<file path="src/rtl/axis_pkg.sv">
// Shared types and defaults for the AXI-Stream master/slave codebase.
package axis_pkg;

  typedef enum logic [0:0] {
    IDLE = 1'b0,
    SEND = 1'b1
  } fsm_state_t;

  localparam int DEFAULT_DATA_W     = 8;
  localparam int DEFAULT_FIFO_DEPTH = 16;

endpackage

</file>
<file path="src/rtl/axis_master_if.sv">
// AXI-Stream bus bundle: master drives tdata/tvalid/tlast, slave drives tready.
interface axis_master_if
  import axis_pkg::*;
#(
  parameter int DATA_W = DEFAULT_DATA_W
);

  logic [DATA_W-1:0] tdata;
  logic              tvalid;
  logic              tlast;
  logic              tready;

  modport master (output tdata, output tvalid, output tlast, input tready);
  modport slave  (input tdata, input tvalid, input tlast, output tready);

endinterface

</file>
<file path="src/rtl/axis_fifo.sv">
// Synchronous FIFO with show-ahead read port; depth must be a power of two.
// Writes while full and reads while empty are ignored.
module axis_fifo
  import axis_pkg::*;
#(
  parameter int DATA_W     = DEFAULT_DATA_W,
  parameter int FIFO_DEPTH = DEFAULT_FIFO_DEPTH
) (
  input  logic              clk,
  input  logic              rst,
  input  logic [DATA_W-1:0] wr_data,
  input  logic              wr_en,
  input  logic              rd_en,
  output logic [DATA_W-1:0] rd_data,
  output logic              full,
  output logic              empty
);

  localparam int AW = $clog2(FIFO_DEPTH);
  localparam logic [AW:0] FULL_CNT = FIFO_DEPTH[AW:0];

  logic [DATA_W-1:0] mem [FIFO_DEPTH];
  logic [AW-1:0]     wr_ptr;
  logic [AW-1:0]     rd_ptr;
  logic [AW:0]       count;
  logic              do_wr;
  logic              do_rd;

  assign do_wr   = wr_en && !full;
  assign do_rd   = rd_en && !empty;
  assign full    = (count == FULL_CNT);
  assign empty   = (count == '0);
  assign rd_data = mem[rd_ptr];

  // Pointers wrap naturally at the power-of-two depth; count tracks occupancy.
  always_ff @(posedge clk or posedge rst) begin
    if (rst) begin
      wr_ptr <= '0;
      rd_ptr <= '0;
      count  <= '0;
    end else begin
      if (do_wr) wr_ptr <= wr_ptr + 1'b1;
      if (do_rd) rd_ptr <= rd_ptr + 1'b1;
      case ({do_wr, do_rd})
        2'b10:   count <= count + 1'b1;
        2'b01:   count <= count - 1'b1;
        default: count <= count;
      endcase
    end
  end

  // Storage array; contents are don't-care until written, so no reset.
  always_ff @(posedge clk) begin
    if (do_wr) mem[wr_ptr] <= wr_data;
  end

endmodule

</file>
<file path="src/rtl/axis_master.sv">
// AXI-Stream transmitter: bytes queued in a local FIFO are sent as a packet of
// pkt_len beats on start, with tlast on the final beat and full tready
// back-pressure support. All stream outputs are registered.
// Optional macro AXIS_MASTER_PKT_CNT_EN adds a 16-bit completed-packet counter.
module axis_master
  import axis_pkg::*;
#(
  parameter int DATA_W     = DEFAULT_DATA_W,
  parameter int FIFO_DEPTH = DEFAULT_FIFO_DEPTH,
  parameter int LEN_W      = 8
) (
  input  logic              m_axis_aclk,
  input  logic              m_axis_arst,
  input  logic [DATA_W-1:0] wr_data,
  input  logic              wr_en,
  output logic              full,
  output logic              empty,
  input  logic              start,
  input  logic [LEN_W-1:0]  pkt_len,
  output logic              busy,
  axis_master_if.master     m_axis
`ifdef AXIS_MASTER_PKT_CNT_EN
  ,
  output logic [15:0]       pkt_cnt
`endif
);

  localparam logic [0:0] ST_IDLE = IDLE;
  localparam logic [0:0] ST_SEND = SEND;

  logic [0:0]        state;
  logic [LEN_W-1:0]  len_q;
  logic [LEN_W-1:0]  issued_q;
  logic [DATA_W-1:0] fifo_rd_data;
  logic              load;
  logic              last_hs;

  // The output register may take a new beat when it is empty or being drained
  // this cycle; tready never reaches tvalid without passing through a flop.
  assign load    = (state == ST_SEND) && (!m_axis.tvalid || m_axis.tready) &&
                   !empty && (issued_q != len_q);
  assign last_hs = m_axis.tvalid && m_axis.tready && m_axis.tlast;
  assign busy    = (state == ST_SEND);

  axis_fifo #(
    .DATA_W    (DATA_W),
    .FIFO_DEPTH(FIFO_DEPTH)
  ) u_fifo (
    .clk    (m_axis_aclk),
    .rst    (m_axis_arst),
    .wr_data(wr_data),
    .wr_en  (wr_en),
    .rd_en  (load),
    .rd_data(fifo_rd_data),
    .full   (full),
    .empty  (empty)
  );

  // Packet control: latch the length on start, count issued beats, and return
  // to IDLE once the tlast beat has been accepted by the sink.
  always_ff @(posedge m_axis_aclk or posedge m_axis_arst) begin
    if (m_axis_arst) begin
      state    <= ST_IDLE;
      len_q    <= '0;
      issued_q <= '0;
    end else begin
      case (state)
        ST_IDLE: begin
          if (start && (pkt_len != '0)) begin
            len_q    <= pkt_len;
            issued_q <= '0;
            state    <= ST_SEND;
          end
        end
        default: begin
          if (load)    issued_q <= issued_q + 1'b1;
          if (last_hs) state    <= ST_IDLE;
        end
      endcase
    end
  end

  // Stream output register: load the FIFO head, or drop tvalid when the
  // register is free and nothing is loadable (bubble or end of packet).
  always_ff @(posedge m_axis_aclk or posedge m_axis_arst) begin
    if (m_axis_arst) begin
      m_axis.tdata  <= '0;
      m_axis.tvalid <= 1'b0;
      m_axis.tlast  <= 1'b0;
    end else if (load) begin
      m_axis.tdata  <= fifo_rd_data;
      m_axis.tvalid <= 1'b1;
      m_axis.tlast  <= (issued_q == (len_q - 1'b1));
    end else if (!m_axis.tvalid || m_axis.tready) begin
      m_axis.tvalid <= 1'b0;
      m_axis.tlast  <= 1'b0;
    end
  end

`ifdef AXIS_MASTER_PKT_CNT_EN
  // Completed-packet counter, wrapping at 16 bits.
  always_ff @(posedge m_axis_aclk or posedge m_axis_arst) begin
    if (m_axis_arst) begin
      pkt_cnt <= '0;
    end else if (last_hs) begin
      pkt_cnt <= pkt_cnt + 16'd1;
    end
  end
`endif

endmodule

</file>
<file path="src/flat_wrapper.sv">
// flat-port wrapper written by rule: the top's interface ports become plain ports
module axis_master_flat import axis_pkg::*;
#(
  parameter int DATA_W     = DEFAULT_DATA_W,
  parameter int FIFO_DEPTH = DEFAULT_FIFO_DEPTH,
  parameter int LEN_W      = 8
)
  (m_axis_aclk, m_axis_arst, wr_data, wr_en, full, empty, start, pkt_len, busy, m_axis_tdata, m_axis_tvalid, m_axis_tlast, m_axis_tready);
  axis_master_if #(.DATA_W(DATA_W)) m_axis_i ();
  input  logic m_axis_aclk;
  input  logic m_axis_arst;
  input  logic [DATA_W-1:0] wr_data;
  input  logic wr_en;
  output logic full;
  output logic empty;
  input  logic start;
  input  logic [LEN_W-1:0] pkt_len;
  output logic busy;
  output wire logic [$bits(m_axis_i.tdata)-1:0] m_axis_tdata;
  output wire logic [$bits(m_axis_i.tvalid)-1:0] m_axis_tvalid;
  output wire logic [$bits(m_axis_i.tlast)-1:0] m_axis_tlast;
  input wire logic [$bits(m_axis_i.tready)-1:0] m_axis_tready;
  assign m_axis_tdata = m_axis_i.tdata;
  assign m_axis_tvalid = m_axis_i.tvalid;
  assign m_axis_tlast = m_axis_i.tlast;
  assign m_axis_i.tready = m_axis_tready;
  axis_master #(.DATA_W(DATA_W), .FIFO_DEPTH(FIFO_DEPTH), .LEN_W(LEN_W)) u_core (.m_axis_aclk(m_axis_aclk), .m_axis_arst(m_axis_arst), .wr_data(wr_data), .wr_en(wr_en), .full(full), .empty(empty), .start(start), .pkt_len(pkt_len), .busy(busy), .m_axis(m_axis_i));
endmodule
</file>
<file path="config.mk">
export PLATFORM = sky130hd
export DESIGN_NAME = axis_master_flat
export DESIGN_NICKNAME = d
export VERILOG_FILES = /design/src/rtl/axis_pkg.sv /design/src/rtl/axis_master_if.sv /design/src/rtl/axis_fifo.sv /design/src/rtl/axis_master.sv /design/src/flat_wrapper.sv
export SDC_FILE = /design/constraint.sdc
export NUM_CORES = 1
export LEC_CHECK = 0
export CORE_MARGIN = 3
export CORE_UTILIZATION = 30
export DETAILED_ROUTE_END_ITERATION = 16
export GPL_TIMING_DRIVEN = 0
export PLACE_DENSITY_LB_ADDON = 0.25
export SLEW_MARGIN = 10
export SYNTH_ARGS = -nofsm -noshare
export SYNTH_HDL_FRONTEND = slang
export SYNTH_SLANG_ARGS = --single-unit
</file>
<file path="constraint.sdc">
create_clock -name m_axis_aclk -period 4.6 [get_ports m_axis_aclk]
set_input_delay 0.92 -clock m_axis_aclk [delete_from_list [all_inputs] [get_ports m_axis_aclk]]
set_output_delay 0.92 -clock m_axis_aclk [all_outputs]
set_load 0.02 [all_outputs]
</file>
==> run metrics, run 1 <==
Worst Path Required 4940 ps; Logic pwr share 35.0%; RR Endpoint u_core.u_fifo.count[4]; Worst-path clk slew 70 ps; post-route setup slack 1130 ps; Final ANT Viol Nets 0; worst path cell trace clkdlybuf4s50_1, nand2b_1, o211ai_1, a21o_1, buf_2, clkinv_1, ha_1, inv_1, fa_1, nor2b_1, o21ai_0, and3_1, nor3_1, xor2_1; Worst Setup SP m_axis_tready; leakage power 2.96 nW; Peak Freq 0.288 GHz; Max Slew Vio Count 0; fin nets 523; clk_lat worst skew 430 ps; Final TNS setup 0 ps; mean post-synth cell area 16.3 um2; cell family with most CP delay buffers and inverters; worst r2r src u_core.u_fifo.count[0]; Synth warnings 0; Initial Utilization 30.9%; area grow syn2layout 19.6%; CTS tree yes; status finished, final reports clean; DRT Pass-1 Iters 6; Crit path arrival time 3810 ps; unrepaired setup endpoints after global routing no; total track usage 12.4%; kind of critical path input pin to flip-flop; Worst setup SP type input pin; clock tree buffer depth 2; pre-CTS setup slack 694 ps; IO Pins 34; Post-CTS Resized 0; routed via count 3856; drt total wl 15100 um; Peak VDD IR 0.277 mV; Setup violations, final 0; DP HPWL 10100 um; Fin. Hold Viols 0; PortBufs 33; syn nets 468; total gr overflow 0; Clk pwr share 26.7%; number of cells on the critical path 14; Syn Inst Count 435; CP max stage delay 470 ps; max-cap violation count 0; synthesized flop and latch total 168; sequential share of power 38.3%; pwr/cell area 651 nW/um2; # Post-CTS Setup Buffers 0; WL/cell 18.5 um; number of global-route vias before repair 4158; Clock Skew 21.6 ps; cts hold-fix bufs 0; crit path to u_core.u_fifo.count[4]; drt drc 0; switching fraction of total power 34.5%; die area 25500 um2; largest net degree at the start of global routing 35; clock period minus worst slack 3470 ps; DIE WIDTH 160 um; reg-to-reg slack, setup 1250 ps; CP Buf/Inv Count 4; Hold Path Class flip-flop to flip-flop; Worst Setup End Kind flip-flop; sequential share of the synthesized area 68.4%; crit share post-route 75.4%; # fillers 2145; Unique masters post-synth 38; Vias per Instance 4.73; antenna violations before repair 0; CTS Buf Count 17; crit path max fanout 8; synthesized area 7080 um2; layout cell share with drive strength beyond 1 17.1%; RD Place Congestion 0.772; row count 55; Worst-Margin Slew 1050 ps; leading area contributor after synthesis edfxtp_1; Reg2Reg Depth 12; CTS Root Buffer Type clkbuf_16; # diodes 0; Worst path slowest cell clkdlybuf4s50_1; Rel. slew slack 29.8%; die height 160 um; post-layout util 37.0%; Psw 0.00190 W; Core ar. 22900 um2; H-tree levels 4; first-pass GRT wire length 24100 um; clock sinks 168; Power Internal 0.00361 W; largest cells by area after synthesis edfxtp_1, dfrtp_1, mux4_2, ha_1, a211oi_1; initial drt markers 196; Yosys top cell area share 54.3%
[per-layer routing]
metal,part of all wire (%),wire (um),vias to the layer above,track usage [%]
li1,-,-,1775,-
met1,47,7140,1985,16.9
met2,47,7170,81,19.7
met3,4.1,615,15,3.11
met4,1.3,201,0,3.54
met5,0,0,-,0
[cell usage in the layout (no fill, tap or decap), types with 9 or more instances in the layout]
master,netlist,final
ha_1,11,11
nand3_1,11,11
a211oi_1,16,16
edfxtp_1,128,128
inv_1,20,19
a21o_1,13,13
nor2b_1,9,9
xor2_1,12,12
nor2_1,20,20
a21oi_1,10,10
xnor2_1,10,10
clkbuf_16,0,17
mux4_2,32,32
o21ai_0,10,10
nand2_1,16,16
dfrtp_1,40,40
clkbuf_1,13,13
clkdlybuf4s50_1,0,33
mux2i_1,10,10
[synthesized netlist by cell type]
| cell type | n |
|---|---|
| nor2b_1 | 9 |
| o211ai_2 | 1 |
| a2111oi_0 | 1 |
| clkinv_1 | 1 |
| mux2i_1 | 10 |
| nand2b_1 | 4 |
| o32ai_2 | 1 |
| xnor2_1 | 10 |
| or3_4 | 1 |
| fa_1 | 1 |
| xor2_1 | 12 |
| buf_2 | 5 |
| buf_1 | 4 |
| or4_1 | 2 |
| nand2_1 | 16 |
| o211ai_1 | 1 |
| edfxtp_1 | 128 |
| nand3_1 | 11 |
| mux2_2 | 8 |
| nor3_1 | 7 |
| a21o_1 | 13 |
| a21oi_1 | 10 |
| and3_1 | 3 |
| mux4_2 | 32 |
| or4b_1 | 1 |
| dfrtp_1 | 40 |
| nor2_1 | 20 |
| clkbuf_1 | 13 |
| a41oi_1 | 1 |
| o21ai_0 | 10 |
| nand4_1 | 4 |
| a221oi_1 | 1 |
| or3_1 | 1 |
| and2_1 | 1 |
| a211oi_1 | 16 |
| nor4_1 | 5 |
| inv_1 | 20 |
| ha_1 | 11 |
[kinds of logic (layout without fill, tap and decap cells)]
family                   Yosys count  after routing  synth area share [%]
buffers and inverters             43            111                  2.37
adder cells (fa/ha/maj)           12             12                  2.23
flip-flops                       168            168                  68.4
AO/OA/AOI/OAI                     55             55                  5.37
XOR/XNOR                          22             22                  2.72
multiplexers                      50             50                  12.9
AND/OR/NAND/NOR                   85             85                  6.08
[power by group through the flow]
stage	sequential (W)	clock, W	combinational [W]
after floorplan	0.00214	0	0.00134
after global placement	0.00213	0	0.00191
after detailed placement	0.00214	0	0.00195
after CTS	0.00211	0.00150	0.00197
after global routing	0.00215	0.00156	0.00215
final	0.00211	0.00147	0.00193
[sequential cells by signal, summed over array words and instances (netlist names)]
register,flops
u_core.u_fifo.wr_ptr,4
u_core.len_q,8
u_core.m_axis.tvalid,1
u_core.issued_q,8
u_core.u_fifo.mem,128
u_core.busy,1
u_core.u_fifo.count,5
u_core.u_fifo.rd_ptr,4
u_core.m_axis.tdata,8
u_core.m_axis.tlast,1
[worst min path at each step]
stage,start,to,slack [ps],cells past startpoint
finish,u_core.m_axis.tdata[2],u_core.m_axis.tdata[2],500,1
global route,u_core.m_axis.tdata[5],u_core.m_axis.tdata[5],510,1
CTS,u_core.m_axis.tdata[4],u_core.m_axis.tdata[4],500,1
detailed placement,u_core.m_axis.tdata[6],u_core.m_axis.tdata[6],470,1
global placement,u_core.m_axis.tdata[6],u_core.m_axis.tdata[6],470,1
floorplan,u_core.u_fifo.count[4],u_core.u_fifo.count[4],480,1
[per-stage QoR]
| step | cell area, um2 | cells | power [W] | hold WS (ps) |
|---|---|---|---|---|
| final | 8470 | 816 | 0.00551 | 497 |
| after global routing | 8470 | 816 | 0.00586 | 511 |
| after CTS | 8470 | 816 | 0.00558 | 501 |
| after detailed placement | 7860 | 784 | 0.00409 | 473 |
| after global placement | 7810 | 781 | 0.00404 | 471 |
| after floorplan | 7080 | 435 | 0.00348 | 484 |
[cell type report]
type	count	area (um2)	area share, %
sequential	168	4840	57.2
inverter	21	78.8	0.930
buffer	22	88.8	1.05
tap	313	392	4.62
clock inverter	15	184	2.17
multi-input combinational	224	2090	24.7
clock buffer	17	425	5.02
timing repair buffer	36	365	4.31
Note: power is estimated with default switching activity, not from simulation.
==> run 2: changes to the inputs <==
==> constraint.sdc (replaced) <==
create_clock -name m_axis_aclk -period 2.9 [get_ports m_axis_aclk]
set_input_delay 0.58 -clock m_axis_aclk [delete_from_list [all_inputs] [get_ports m_axis_aclk]]
set_output_delay 0.58 -clock m_axis_aclk [all_outputs]
set_load 0.02 [all_outputs]
==> run 2 against run 1 <==
  * Sequential share of layout area shrank 0.73 points
  * Critical endpoint unchanged
  * Non-clock buffer count grew 5
  * Global-route usage increased by 0.095 points
  * Setup slack got worse by 970 ps
  * Register-to-register slack lost 1100 ps
  * Clock power up 59%
  * Sequential power grew 59%
==> run metrics, run 2 (synthesis gave the netlist of run 1 again) <==
crit share post-route 94.6%; most frequent cells in the layout edfxtp_1, dfrtp_1, clkdlybuf4s50_1; total track usage 12.5%; Hold Path Class input pin to asynchronous set/reset pin; row count 55; die height 160 um; Crit path arrival time 3040 ps; Worst-Margin Slew 1050 ps; first-pass GRT wire length 24300 um; reg-to-reg slack, setup 160 ps; RD Place Congestion 0.772; clock tree buffer depth 2; DP HPWL 10100 um; pwr/cell area 1040 nW/um2; die area 25500 um2; Reg2Reg Depth 12; Peak Freq 0.364 GHz; Design Power 0.00895 W; PortBufs 33; crit path max fanout 7; Reg with most FFs u_core.u_fifo.mem; initial drt markers 232; Max Slew Vio Count 0; worst r2r src u_core.u_fifo.count[0]; Core ar. 22900 um2; leakage power 3.00 nW; CTS tree yes; DRT Pass-1 Iters 7; unrepaired setup endpoints after global routing no; drt drc 0; WL/cell 18.7 um; DIE WIDTH 160 um; IO Pins 34; # fillers 2143; max-cap violation count 0; fin nets 528; number of global-route vias before repair 4207; antenna violations before repair 0; status finished, final reports clean; CTS Root Buffer Type clkbuf_16; # diodes 0; clock sinks 168; Setup violations, final 0; largest net degree at the start of global routing 35; Initial Utilization 30.9%; Worst Path Required 3200 ps; Peak VDD IR 0.439 mV; Worst Setup End Kind flip-flop; Final ANT Viol Nets 0; Vias per Instance 4.75; Clock Skew 22.0 ps; area grow syn2layout 21.1%; Rel. slew slack 29.8%; drt total wl 15400 um; clk_lat worst skew 430 ps; CTS Buf Count 17; post-layout util 37.4%; layout cell share with drive strength beyond 1 20.7%; H-tree levels 4; total gr overflow 0; Worst-path clk slew 60 ps; commonest non-fill, non-tap cell in the layout edfxtp_1; Fin. Hold Viols 0; clock period minus worst slack 2740 ps; RR Endpoint u_core.u_fifo.count[4]; cts hold-fix bufs 0; Worst setup SP type flip-flop; routed via count 3903; kind of critical path flip-flop to flip-flop; max reg flops 128
[run 2: power by group]
group	internal (W)	switching, W
Combinational	0.00148	0.00178
Clock	0.00131	0.00103
Sequential	0.00306	0.000290
Total	0.00585	0.00310
[run 2: how the worst max path moves through the flow]
| stage | cells past startpoint | startpoint | slack (ps) | to |
|---|---|---|---|---|
| 6_report | 12 | u_core.u_fifo.count[0] | 160 | u_core.u_fifo.count[4] |
| 5_1_grt | 12 | u_core.u_fifo.count[0] | 6 | u_core.u_fifo.count[4] |
| 4_1_cts | 12 | u_core.u_fifo.count[0] | 20 | u_core.u_fifo.count[4] |
| 3_5_place_dp | 14 | m_axis_tready | -670 | u_core.u_fifo.count[4] |
| 3_3_place_gp | 14 | m_axis_tready | -640 | u_core.u_fifo.count[4] |
| 2_1_floorplan | 12 | u_core.u_fifo.count[0] | 10 | u_core.u_fifo.count[4] |
[run 2: critical path, stage by stage, from the launching register on]
cell,delay [ps]
dfrtp_1,380
or4_4,540
o211ai_1,300
a21o_1,150
buf_6,130
inv_8,50
ha_4,170
ha_4,220
nor2b_2,150
o21ai_1,150
and3_1,190
nor3_2,40
xor2_1,150
[run 2: per-layer routing]
metal	part of all wire (%)	wire, um	GRT usage (%)
met5	0	0	0
met4	1.6	241	3.74
met3	3.8	581	3.11
met2	47	7270	19.9
met1	47	7260	17.0
[run 2: stage by stage]
step           TNS (ps)  hold slack [ps]  instance area [um2]  setup slack (ps)  instances
6_report              0              391                 8580               155        821
5_1_grt               0              406                 8580              6.42        821
4_1_cts               0              378                 8550              21.9        821
3_5_place_dp      -2540              473                 7860              -666        784
3_3_place_gp     -13960              471                 7810              -645        781
2_1_floorplan         0              484                 7080              14.3        435
[run 2: final cells by class]
| type | instances | area, um2 | area share (%) |
|---|---|---|---|
| buffer | 21 | 92.6 | 1.08 |
| clock buffer | 17 | 425 | 4.96 |
| clock inverter | 15 | 184 | 2.14 |
| inverter | 21 | 86.3 | 1.01 |
| multi-input combinational | 224 | 2150 | 25.0 |
| sequential | 168 | 4840 | 56.5 |
| tap | 313 | 392 | 4.56 |
| timing repair buffer | 42 | 410 | 4.78 |
[run 2: what timing repair did]
item / 4_1_cts / 5_1_grt
hold endpoints to repair: 0 / 0
pin swaps: 2 / 5
gates resized for setup: 10 / 10
endpoints found under the setup margin: 4 / 6
buffers inserted: 5 / 1
cloned: 0 / 0
==> run 3: changes to the inputs <==
--- a/config.mk
+++ b/config.mk
@@ -5,6 +5,8 @@
 export SDC_FILE = /design/constraint.sdc
 export NUM_CORES = 1
 export LEC_CHECK = 0
+export CELL_PAD_IN_SITES_DETAIL_PLACEMENT = 2
+export CELL_PAD_IN_SITES_GLOBAL_PLACEMENT = 2
 export CORE_MARGIN = 3
 export CORE_UTILIZATION = 30
 export DETAILED_ROUTE_END_ITERATION = 16
==> run 3 against run 2 <==
  * First-iteration DRC count unchanged
  * Combinational power up 6.1%
  * Critical endpoint unchanged
  * Register-to-register slack worse by 20 ps
  * Highest routed layer unchanged
  * Flip-flop and latch count unchanged
  * Cell count down 0.24%
  * Clock power down 5%
  * Non-clock buffer count down 2
  * Die area unchanged
  * Sequential share of layout area up 0.15 points
  * Global-route usage up 2.2 points
==> run metrics, run 3 (synthesis gave the netlist of run 1 again) <==
commonest non-fill, non-tap cell in the layout edfxtp_1; unrepaired setup endpoints after global routing yes; Worst Path Required 3250 ps; Initial Utilization 30.9%; total length of routed met3 wires 680 um; post-layout util 37.3%; drt total wl 17800 um; Worst setup SP type input pin; clock period minus worst slack 2770 ps; switching fraction of total power 36.7%; Worst Setup End Kind flip-flop; DIE WIDTH 160 um; Final ANT Viol Nets 0; clock sinks 168; IO Pins 34; crit path max fanout 7; routed via count 3935; fin nets 526; area grow syn2layout 20.8%; WL/cell 21.7 um; sequential share of power 37.0%; row count 55; Rel. slew slack 41.2%; # diodes 0; number of global-route vias before repair 4452; most frequent cells in the layout edfxtp_1, dfrtp_1, clkdlybuf4s50_1; Peak VDD IR 0.401 mV; Fin. Hold Viols 0; DRT Pass-1 Iters 4; clock tree buffer depth 2; Logic pwr share 38.3%; Vias per Instance 4.80; PortBufs 33; DP Area 7850 um2; H-tree levels 4; die height 160 um; status finished, final reports clean; Worst-path clk slew 70 ps; Hold Path Class flip-flop to flip-flop; Max Used Layer met4; total gr overflow 0; Setup violations, final 0; met1 WL 8360 um; antenna violations before repair 0; Max Slew Vio Count 0; CTS Root Buffer Type clkbuf_16; RD Place Congestion 0.718; Clk pwr share 24.6%; layout cell share with drive strength beyond 1 20.9%; routed length on met2 8590 um; max-cap violation count 0; die area 25500 um2; crit share post-route 95.5%; initial drt markers 232; Power Internal 0.00572 W; Psw 0.00332 W; Core ar. 22900 um2; Clock Skew 13.1 ps; Worst-Margin Slew 879 ps; CTS tree yes; first-pass GRT wire length 28300 um; DP HPWL 12000 um; pwr/cell area 1060 nW/um2; max reg flops 128; design area 8560 um2; Reg with most FFs u_core.u_fifo.mem; largest net degree at the start of global routing 23; clk_lat worst skew 430 ps; kind of critical path input pin to flip-flop; Peak Freq 0.361 GHz; Crit path arrival time 3120 ps; total track usage 14.7%; drt drc 0; leakage power 2.98 nW; CTS Buf Count 17
==> run 3: cell types whose count changed in the layout (fill, tap and decap cells not counted), sizes merged <==
cell and change:
clkinv +1, buf -1, clkinvlp +1, clkbuf -1
bufinv -2
==> run 3: power groups by stage <==
| stage | Sequential, W | Combinational [W] | Clock, W |
|---|---|---|---|
| 4_1_cts | 0.00336 | 0.00344 | 0.00227 |
| 5_1_grt | 0.00341 | 0.00381 | 0.00238 |
| 2_1_floorplan | 0.00339 | 0.00213 | 0 |
| 3_5_place_dp | 0.00341 | 0.00326 | 0 |
| 3_3_place_gp | 0.00338 | 0.00314 | 0 |
| 6_report | 0.00335 | 0.00346 | 0.00222 |
==> run 3: layout make-up <==
class	instances	area (um2)
fill	2255	14400
sequential	168	4840
clock buffer	17	425
clock inverter	15	155
inverter	21	88.8
tap	313	392
multi-input combinational	224	2160
timing repair buffer	40	403
buffer	21	91.3
==> run 3: critical path, cell delays in order <==
cell and delay, ps:
clkdlybuf4s50_1 470, nand2b_2 180, o211ai_1 160, a21o_1 220
buf_6 130, inv_8 80, ha_4 190, inv_4 60
fa_2 420, nor2b_4 120, o21ai_2 70, and3_4 170
nor3_2 120, xor2_1 150
==> run 3: worst paths after layout <==
kind,start,end,slack [ps],depth (start not counted)
worst max-delay path,m_axis_tready,u_core.u_fifo.count[4],130,14
worst min-delay path,u_core.m_axis.tdata[5],u_core.m_axis.tdata[5],490,1
worst max register to register,u_core.u_fifo.count[1],u_core.u_fifo.count[4],140,13
worst min register to register,u_core.m_axis.tdata[5],u_core.m_axis.tdata[5],490,1
max in group asynchronous,m_axis_arst,u_core.u_fifo.wr_ptr[2],1860,3
min in group asynchronous,m_axis_arst,u_core.len_q[2],540,2
==> run 3: metrics by stage <==
step / instances / TNS, ps / setup WS, ps / total power, W / hold slack [ps]
5_1_grt: 819 / -19.9 / -19.9 / 0.00961 / 511
4_1_cts: 818 / 0 / 12.7 / 0.00906 / 489
3_3_place_gp: 781 / -14830 / -855 / 0.00652 / 461
2_1_floorplan: 435 / 0 / 14.3 / 0.00552 / 484
6_report: 819 / 0 / 132 / 0.00903 / 490
3_5_place_dp: 782 / -6640 / -904 / 0.00667 / 474
==> run 3: timing repair <==
item                       4_1_cts  5_1_grt
pin swaps                        4        7
setup endpoints to repair        5        2
hold buffers                     0        0
cloned                           0        0
setup buffers                    5        1
gates resized for setup         13        8
==> run 3: per-layer routing <==
layer | global-route usage (%) | vias to the layer above
met5 | 0 | -
met4 | 3.34 | 0
met3 | 3.35 | 15
met2 | 23.3 | 61
met1 | 20.7 | 2072
li1 | - | 1787
